File: config.mk
export PLATFORM = sky130hd
export DESIGN_NAME = roi_capture_ctrl
export DESIGN_NICKNAME = d
export VERILOG_FILES = /design/src/rtl/roi_capture_ctrl_pkg.sv /design/src/rtl/roi_capture_ctrl_row_run_tracker.sv /design/src/rtl/roi_capture_ctrl.sv
export SDC_FILE = /design/constraint.sdc
export NUM_CORES = 1
export LEC_CHECK = 0
export ABC_AREA = 1
export CAP_MARGIN = 40
export CORE_ASPECT_RATIO = 0.6
export CORE_MARGIN = 2
export CORE_UTILIZATION = 40
export DETAILED_ROUTE_END_ITERATION = 16
export PLACE_DENSITY = 0.58
export SYNTH_ARGS = -nofsm -noshare
export SYNTH_HDL_FRONTEND = slang
export SYNTH_SLANG_ARGS = --single-unit
File: constraint.sdc
create_clock -name iCLK -period 4.6 [get_ports iCLK]
set_input_delay 0.92 -clock iCLK [delete_from_list [all_inputs] [get_ports iCLK]]
set_output_delay 0.92 -clock iCLK [all_outputs]
set_load 0.005 [all_outputs]
File: src/rtl/roi_capture_ctrl_pkg.sv
// Shared definitions for the ROI capture controller: state encoding,
// default geometry and the shift amounts behind the band thresholds.
package roi_capture_ctrl_pkg;

  localparam int unsigned DEF_COL_W      = 12;
  localparam int unsigned DEF_ROW_W      = 12;
  localparam int unsigned DEF_GAP_CYCLES = 5;
  localparam int unsigned DEF_MIN_ROWS   = 4;

  // enter = prev/2 + prev/4, exit = prev + prev/2
  localparam int unsigned ENTER_SHIFT_A = 1;
  localparam int unsigned ENTER_SHIFT_B = 2;
  localparam int unsigned EXIT_SHIFT    = 1;

  typedef enum logic [2:0] {
    ST_IDLE  = 3'd0,
    ST_ARMED = 3'd1,
    ST_SEEK  = 3'd2,
    ST_INROI = 3'd3,
    ST_DONE  = 3'd4
  } roi_state_e;

endpackage

File: src/rtl/roi_capture_ctrl_row_run_tracker.sv
// Per-row pixel bookkeeping: column count, white-run length and row maximum,
// end-of-row detection from the horizontal gap, and a black-pixel strobe.
module roi_capture_ctrl_row_run_tracker
  import roi_capture_ctrl_pkg::*;
#(
  parameter int unsigned COL_W      = DEF_COL_W,
  parameter int unsigned GAP_CYCLES = DEF_GAP_CYCLES
) (
  input  logic             clk_i,
  input  logic             rst_i,
  input  logic             fval_i,
  input  logic             dval_i,
  input  logic             pix_i,
  output logic             row_end_c,
  output logic             blk_c,
  output logic [COL_W-1:0] blk_col_c,
  output logic [COL_W-1:0] row_max_o
);

  localparam int unsigned GAP_W = $clog2(GAP_CYCLES + 1);
  localparam logic [COL_W-1:0] SAT = '1;

  logic [COL_W-1:0] col_q, col_d, run_q, run_d, max_q, max_d;
  logic [GAP_W-1:0] gap_q, gap_d;
  logic             active_q, active_d;

  // The row end is seen on the idle cycle that completes the gap.
  assign row_end_c = active_q && !dval_i && (gap_q == GAP_W'(GAP_CYCLES - 1));
  assign blk_c     = fval_i && dval_i && !pix_i;
  assign blk_col_c = col_q;
  assign row_max_o = max_q;

  always_comb begin
    col_d    = col_q;
    run_d    = run_q;
    max_d    = max_q;
    gap_d    = gap_q;
    active_d = active_q;
    if (!fval_i || row_end_c) begin
      col_d    = '0;
      run_d    = '0;
      max_d    = '0;
      gap_d    = '0;
      active_d = 1'b0;
    end else if (dval_i) begin
      col_d    = (col_q == SAT) ? col_q : col_q + COL_W'(1);
      run_d    = !pix_i ? '0 : ((run_q == SAT) ? run_q : run_q + COL_W'(1));
      max_d    = (run_d > max_q) ? run_d : max_q;
      gap_d    = '0;
      active_d = 1'b1;
    end else if (active_q) begin
      gap_d = gap_q + GAP_W'(1);
    end
  end

  always_ff @(posedge clk_i or posedge rst_i) begin
    if (rst_i) begin
      col_q    <= '0;
      run_q    <= '0;
      max_q    <= '0;
      gap_q    <= '0;
      active_q <= 1'b0;
    end else begin
      col_q    <= col_d;
      run_q    <= run_d;
      max_q    <= max_d;
      gap_q    <= gap_d;
      active_q <= active_d;
    end
  end

endmodule

File: src/rtl/roi_capture_ctrl.sv
// Per-frame ROI sequencer: finds a dark band from the drop in per-row white
// run length, gates recording over it and reports its bounding box.
module roi_capture_ctrl
  import roi_capture_ctrl_pkg::*;
#(
  parameter int unsigned COL_W      = DEF_COL_W,
  parameter int unsigned ROW_W      = DEF_ROW_W,
  parameter int unsigned GAP_CYCLES = DEF_GAP_CYCLES,
  parameter int unsigned MIN_ROWS   = DEF_MIN_ROWS
) (
  input  logic             iCLK,
  input  logic             iRST,
  input  logic             iFVAL,
  input  logic             iDVAL,
  input  logic             iPIX,
  input  logic             iSTART,
  input  logic             iABORT,
  output logic             oRECORD,
  output logic             oBUSY,
  output logic             oDONE,
  output logic             oFOUND,
  output logic [ROW_W-1:0] oTOP,
  output logic [ROW_W-1:0] oBOTTOM,
  output logic [COL_W-1:0] oLEFT,
  output logic [COL_W-1:0] oRIGHT,
  output logic [2:0]       oSTATE
);

  localparam int unsigned THR_W = COL_W + 1;

  roi_state_e       state_q, state_d;
  logic             fval_q;
  logic [ROW_W-1:0] row_q, row_d, top_q, top_d, bot_q, bot_d, rows_done;
  logic [COL_W-1:0] prev_q, prev_d, left_q, left_d, right_q, right_d;
  logic             found_q, found_d, rec_q, busy_q, done_q;
  logic             row_end, blk;
  logic [COL_W-1:0] blk_col, row_max;
  logic [THR_W-1:0] enter_thr, exit_thr, max_ext;
  logic             fval_rise, fval_fall;

  roi_capture_ctrl_row_run_tracker #(
    .COL_W      (COL_W),
    .GAP_CYCLES (GAP_CYCLES)
  ) u_tracker (
    .clk_i     (iCLK),
    .rst_i     (iRST),
    .fval_i    (iFVAL),
    .dval_i    (iDVAL),
    .pix_i     (iPIX),
    .row_end_c (row_end),
    .blk_c     (blk),
    .blk_col_c (blk_col),
    .row_max_o (row_max)
  );

  assign fval_rise = iFVAL && !fval_q;
  assign fval_fall = !iFVAL && fval_q;
  assign max_ext   = THR_W'(row_max);
  assign enter_thr = THR_W'(prev_q >> ENTER_SHIFT_A) + THR_W'(prev_q >> ENTER_SHIFT_B);
  assign exit_thr  = THR_W'(prev_q) + THR_W'(prev_q >> EXIT_SHIFT);
  // Completed rows including one that ends on this very cycle.
  assign rows_done = row_end ? row_q + ROW_W'(1) : row_q;

  always_comb begin
    state_d = state_q;
    row_d   = row_q;
    prev_d  = prev_q;
    top_d   = top_q;
    bot_d   = bot_q;
    left_d  = left_q;
    right_d = right_q;
    found_d = found_q;

    if (!iFVAL) begin
      row_d  = '0;
      prev_d = '0;
    end else if (row_end) begin
      row_d  = row_q + ROW_W'(1);
      prev_d = row_max;
    end

    if (iABORT) begin
      state_d = ST_IDLE;
    end else begin
      unique case (state_q)
        ST_IDLE: begin
          if (iSTART) begin
            state_d = ST_ARMED;
            found_d = 1'b0;
          end
        end
        ST_ARMED: if (fval_rise) state_d = ST_SEEK;
        ST_SEEK: begin
          if (row_end && (row_q != '0) && (max_ext < enter_thr)) begin
            state_d = ST_INROI;
            top_d   = row_q;
            left_d  = '1;
            right_d = '0;
          end
        end
        ST_INROI: begin
          if (blk) begin
            if (blk_col < left_q)  left_d  = blk_col;
            if (blk_col > right_q) right_d = blk_col;
          end
          if (row_end && (max_ext > exit_thr)) begin
            if ((row_q - top_q) >= ROW_W'(MIN_ROWS)) begin
              state_d = ST_DONE;
              found_d = 1'b1;
              bot_d   = row_q;
            end else begin
              state_d = ST_SEEK;
            end
          end
        end
        ST_DONE: state_d = ST_IDLE;
        default: state_d = ST_IDLE;
      endcase

      // Frame end is resolved after any row end landing on the same cycle.
      if (fval_fall && ((state_q == ST_SEEK) || (state_q == ST_INROI))) begin
        if (state_d == ST_SEEK) begin
          state_d = ST_DONE;
          found_d = 1'b0;
        end else if (state_d == ST_INROI) begin
          state_d = ST_DONE;
          found_d = (rows_done - top_d) >= ROW_W'(MIN_ROWS);
          bot_d   = rows_done - ROW_W'(1);
        end
      end
    end
  end

  always_ff @(posedge iCLK or posedge iRST) begin
    if (iRST) begin
      state_q <= ST_IDLE;
      fval_q  <= 1'b0;
      row_q   <= '0;
      prev_q  <= '0;
      top_q   <= '0;
      bot_q   <= '0;
      left_q  <= '0;
      right_q <= '0;
      found_q <= 1'b0;
      rec_q   <= 1'b0;
      busy_q  <= 1'b0;
      done_q  <= 1'b0;
    end else begin
      state_q <= state_d;
      fval_q  <= iFVAL;
      row_q   <= row_d;
      prev_q  <= prev_d;
      top_q   <= top_d;
      bot_q   <= bot_d;
      left_q  <= left_d;
      right_q <= right_d;
      found_q <= found_d;
      rec_q   <= (state_d == ST_INROI);
      busy_q  <= (state_d == ST_ARMED) || (state_d == ST_SEEK) || (state_d == ST_INROI);
      done_q  <= (state_d == ST_DONE);
    end
  end

  assign oRECORD = rec_q;
  assign oBUSY   = busy_q;
  assign oDONE   = done_q;
  assign oFOUND  = found_q;
  assign oTOP    = top_q;
  assign oBOTTOM = bot_q;
  assign oLEFT   = left_q;
  assign oRIGHT  = right_q;
  assign oSTATE  = state_q;

endmodule

==> impl_metrics.ini <==
[run_status]
status = finished, violations left
violations = setup timing

[synthesis]
netlist_area_mm2 = 0.00977
yosysWarnings = 0
synth_top_area_share = 0.307
synth_edf_count = 0
synth_seq_cells = 120
syn_inst = 1387
synth.top_cells.by_area = dfrtp_1, nand2_1, ha_1, inv_1, o21ai_0
avgSynthCellArea_um2 = 7.04
asyncSetResetFlopFracSynth = 1.00
synth_largest_area_cell = dfrtp_1
syn_nets = 1498
synth_cell_types = 51
synth_ff_type = dfrtp_1
ys_seq_area_frac = 0.307

[placed_design]
port_buffers = 61
hpwl_mm = 23.0
gp_congestion = 0.899

[hold_path]
hold_path.class = register to register
hold_depth = 2
hold_start = u_tracker.gap_q[1]

[power_and_ir_drop]
comb_power_share = 0.259
ir_worst_vdd_uv = 281
p_int_mw = 2.56
p_sw_mw = 1.17
p_clk_frac = 0.405
leakage_nw = 6.26
seq_power_share = 0.337
swShare = 0.313
power_density_mw_per_mm2 = 303

[global_route]
grt_first_pass_wirelength_mm = 48.9
grt.total_usage = 0.244
antenna_found_initial = 0
grt_pass1_vias = 8949
grt_max_degree = 121
globalRoute.totalOverflow = 0

[die]
rows = 44
io_pins = 62
start_util = 0.406
core_area_mm2 = 0.0241
die_h_um = 125
die_w_um = 206
dieArea_mm2 = 0.0257

[setup_path]
worstSetupStartpointType = register
r2r_end = oFOUND
crit_fanout = 3
cp-startpoint = prev_q[2]
reg2reg_slack_ps = -30
reg2reg_depth = 30
cp.required_ps = 4920
worstPathArrival_ps = 4950
crit_slowest_cell = dfrtp_1
cpMostUsedCell = inv_2
endpoint_kind = register
worst_path_largest_cell_delay_ps = 380
crit_end = oFOUND
r2r-start = prev_q[2]
crit_type = register to register

[timing]
setup_tns_ps = -25.1
finalHoldViolCount = 0
fmax_ghz = 0.216
skew_ps = 11.2
rsz0062_at_grt = true
tightest_slew_ps = 798
maxSlewViolCount = 0
final_period_minus_worst_setup_slack_ps = 4630
layout_setup_ws_ps = -25.1
maxSlewHeadroom = 0.468
setup_viol = 1
fin_crit_sh = 1.01

[route]
drt-wirelength-per-cell_um = 16.4
first_pass_iters = 7
wl_mm = 30.5
routed_via_density = 5.10
drcViolationCount = 0
first_iter_violations = 702
drtAntennaViolNets = 0
num_vias = 9484

[clock_tree]
cts_root_buf = clkbuf_16
clk_latency_ps = 440
cts.clk_slew.worst_paths_ps = 60
cts_hold_repair.buffers = 0
cts_tree = built
cts.path.max_buffers = 2
cts_buffers = 17
cts.sinks = 120
h-tree-depth = 4

[cells_and_area]
final-seq-area_mm2 = 0.00300
final_layout_size_suffix_gt1_frac = 0.151
fillers = 2345
multiInputGateArea_mm2 = 0.00616
final_util = 0.512
mostFrequentLayoutCell = nand2_1
n_antenna_cell = 0
fin_nets = 1635
mostFrequentLayoutCells = nand2_1, inv_1, dfrtp_1
area_delta_synth_final_pct = 26.1

[flow_run]
max_cap_viol_count = 0
## layout make-up
class,instances,share of cell area
clock buffer,19,0.0368
multi-input combinational,1029,0.500
sequential,120,0.244
timing repair buffer,153,0.109
clock inverter,13,0.0154
inverter,203,0.0625
tap,322,0.0327
## sequential cells by signal, summed over array words and instances, names as in the netlist, 3 cells and up
signal / flops
u_tracker.blk_col_c: 12
oTOP: 12
oSTATE: 3
u_tracker.run_q: 12
oRIGHT: 12
oLEFT: 12
u_tracker.row_max_o: 12
u_tracker.gap_q: 3
prev_q: 12
oBOTTOM: 12
row_q: 12
## Yosys cell counts (2+ instances only)
cell type  number
nor4_1          2
nor2_2          5
clkinv_1        2
nor2_4          4
o211ai_1        3
nand2_2         7
buf_4           3
o21ai_2         2
buf_2          11
a21oi_1        93
o21ai_1         6
ha_1          100
o21bai_1        2
nand3b_1        4
nand3_1       105
and3_1          2
o21a_1          3
nand4_4         3
and2_1          3
nand2_1       356
nor3_2          2
a31oi_1         2
a211oi_1        4
fa_1            4
xor2_1         27
inv_1         191
inv_2           9
nand3_2         4
dfrtp_1       120
xnor2_1        11
nor2_1         94
nor3_1         31
nand4_1        27
clkbuf_1       18
o21ai_0       109
a21oi_2         3
## cell families after synthesis
logic type,count (synthesis),share of synthesized area
flops,120,0.307
fa+ha+maj,104,0.136
compound gates,232,0.127
buf+inv,238,0.0958
xor+xnor,39,0.0357
simple gates,654,0.298
## routing by layer
layer	up-vias	part of all wire	GRT usage
met5	-	0	0
met4	0	0.0088	0.0474
met3	20	0.073	0.0560
met2	270	0.36	0.309
met1	4381	0.55	0.405
li1	4813	-	-
## through the flow
step	power (mW)	hold WS, ps	std cells	area (um2)	setup slack [ps]
finish	3.73	506	1859	12300	-25.1
global route	3.93	536	1859	12300	-340
CTS	3.71	511	1852	12100	3.10
detailed placement	2.17	498	1813	11200	-423
global placement	2.17	486	1813	11200	-246
floorplan	1.75	467	1387	9770	24.0
## critical path: cells and delay by family, from the launching register on
| family | cells | cell delay (ps) |
|---|---|---|
| fa+ha+maj | 4 | 1050 |
| flops | 1 | 380 |
| xor+xnor | 1 | 90 |
| simple gates | 11 | 1080 |
| buf+inv | 6 | 620 |
| compound gates | 8 | 1310 |
## worst min path at each step
stage,endpoint
detailed placement,u_tracker.gap_q[1]
floorplan,u_tracker.gap_q[1]
global route,oBOTTOM[9]
CTS,u_tracker.gap_q[1]
finish,u_tracker.gap_q[1]
global placement,u_tracker.gap_q[1]
## power groups by stage
| stage | clock (mW) | sequential (mW) | combinational [mW] |
|---|---|---|---|
| 2_1_floorplan | 0 | 1.26 | 0.492 |
| 3_3_place_gp | 0 | 1.27 | 0.898 |
| 3_5_place_dp | 0 | 1.27 | 0.900 |
| 4_1_cts | 1.52 | 1.25 | 0.931 |
| 5_1_grt | 1.57 | 1.27 | 1.09 |
| 6_report | 1.51 | 1.26 | 0.965 |
## repair_timing
item                                    CTS  global route
gates resized for setup                  55            50
pin swaps                                24            31
endpoints found under the hold margin     0             0
gates cloned                              1             0
buffers inserted                          6             7
endpoints found under the setup margin    1             1
(Power assumes the default switching activity.)
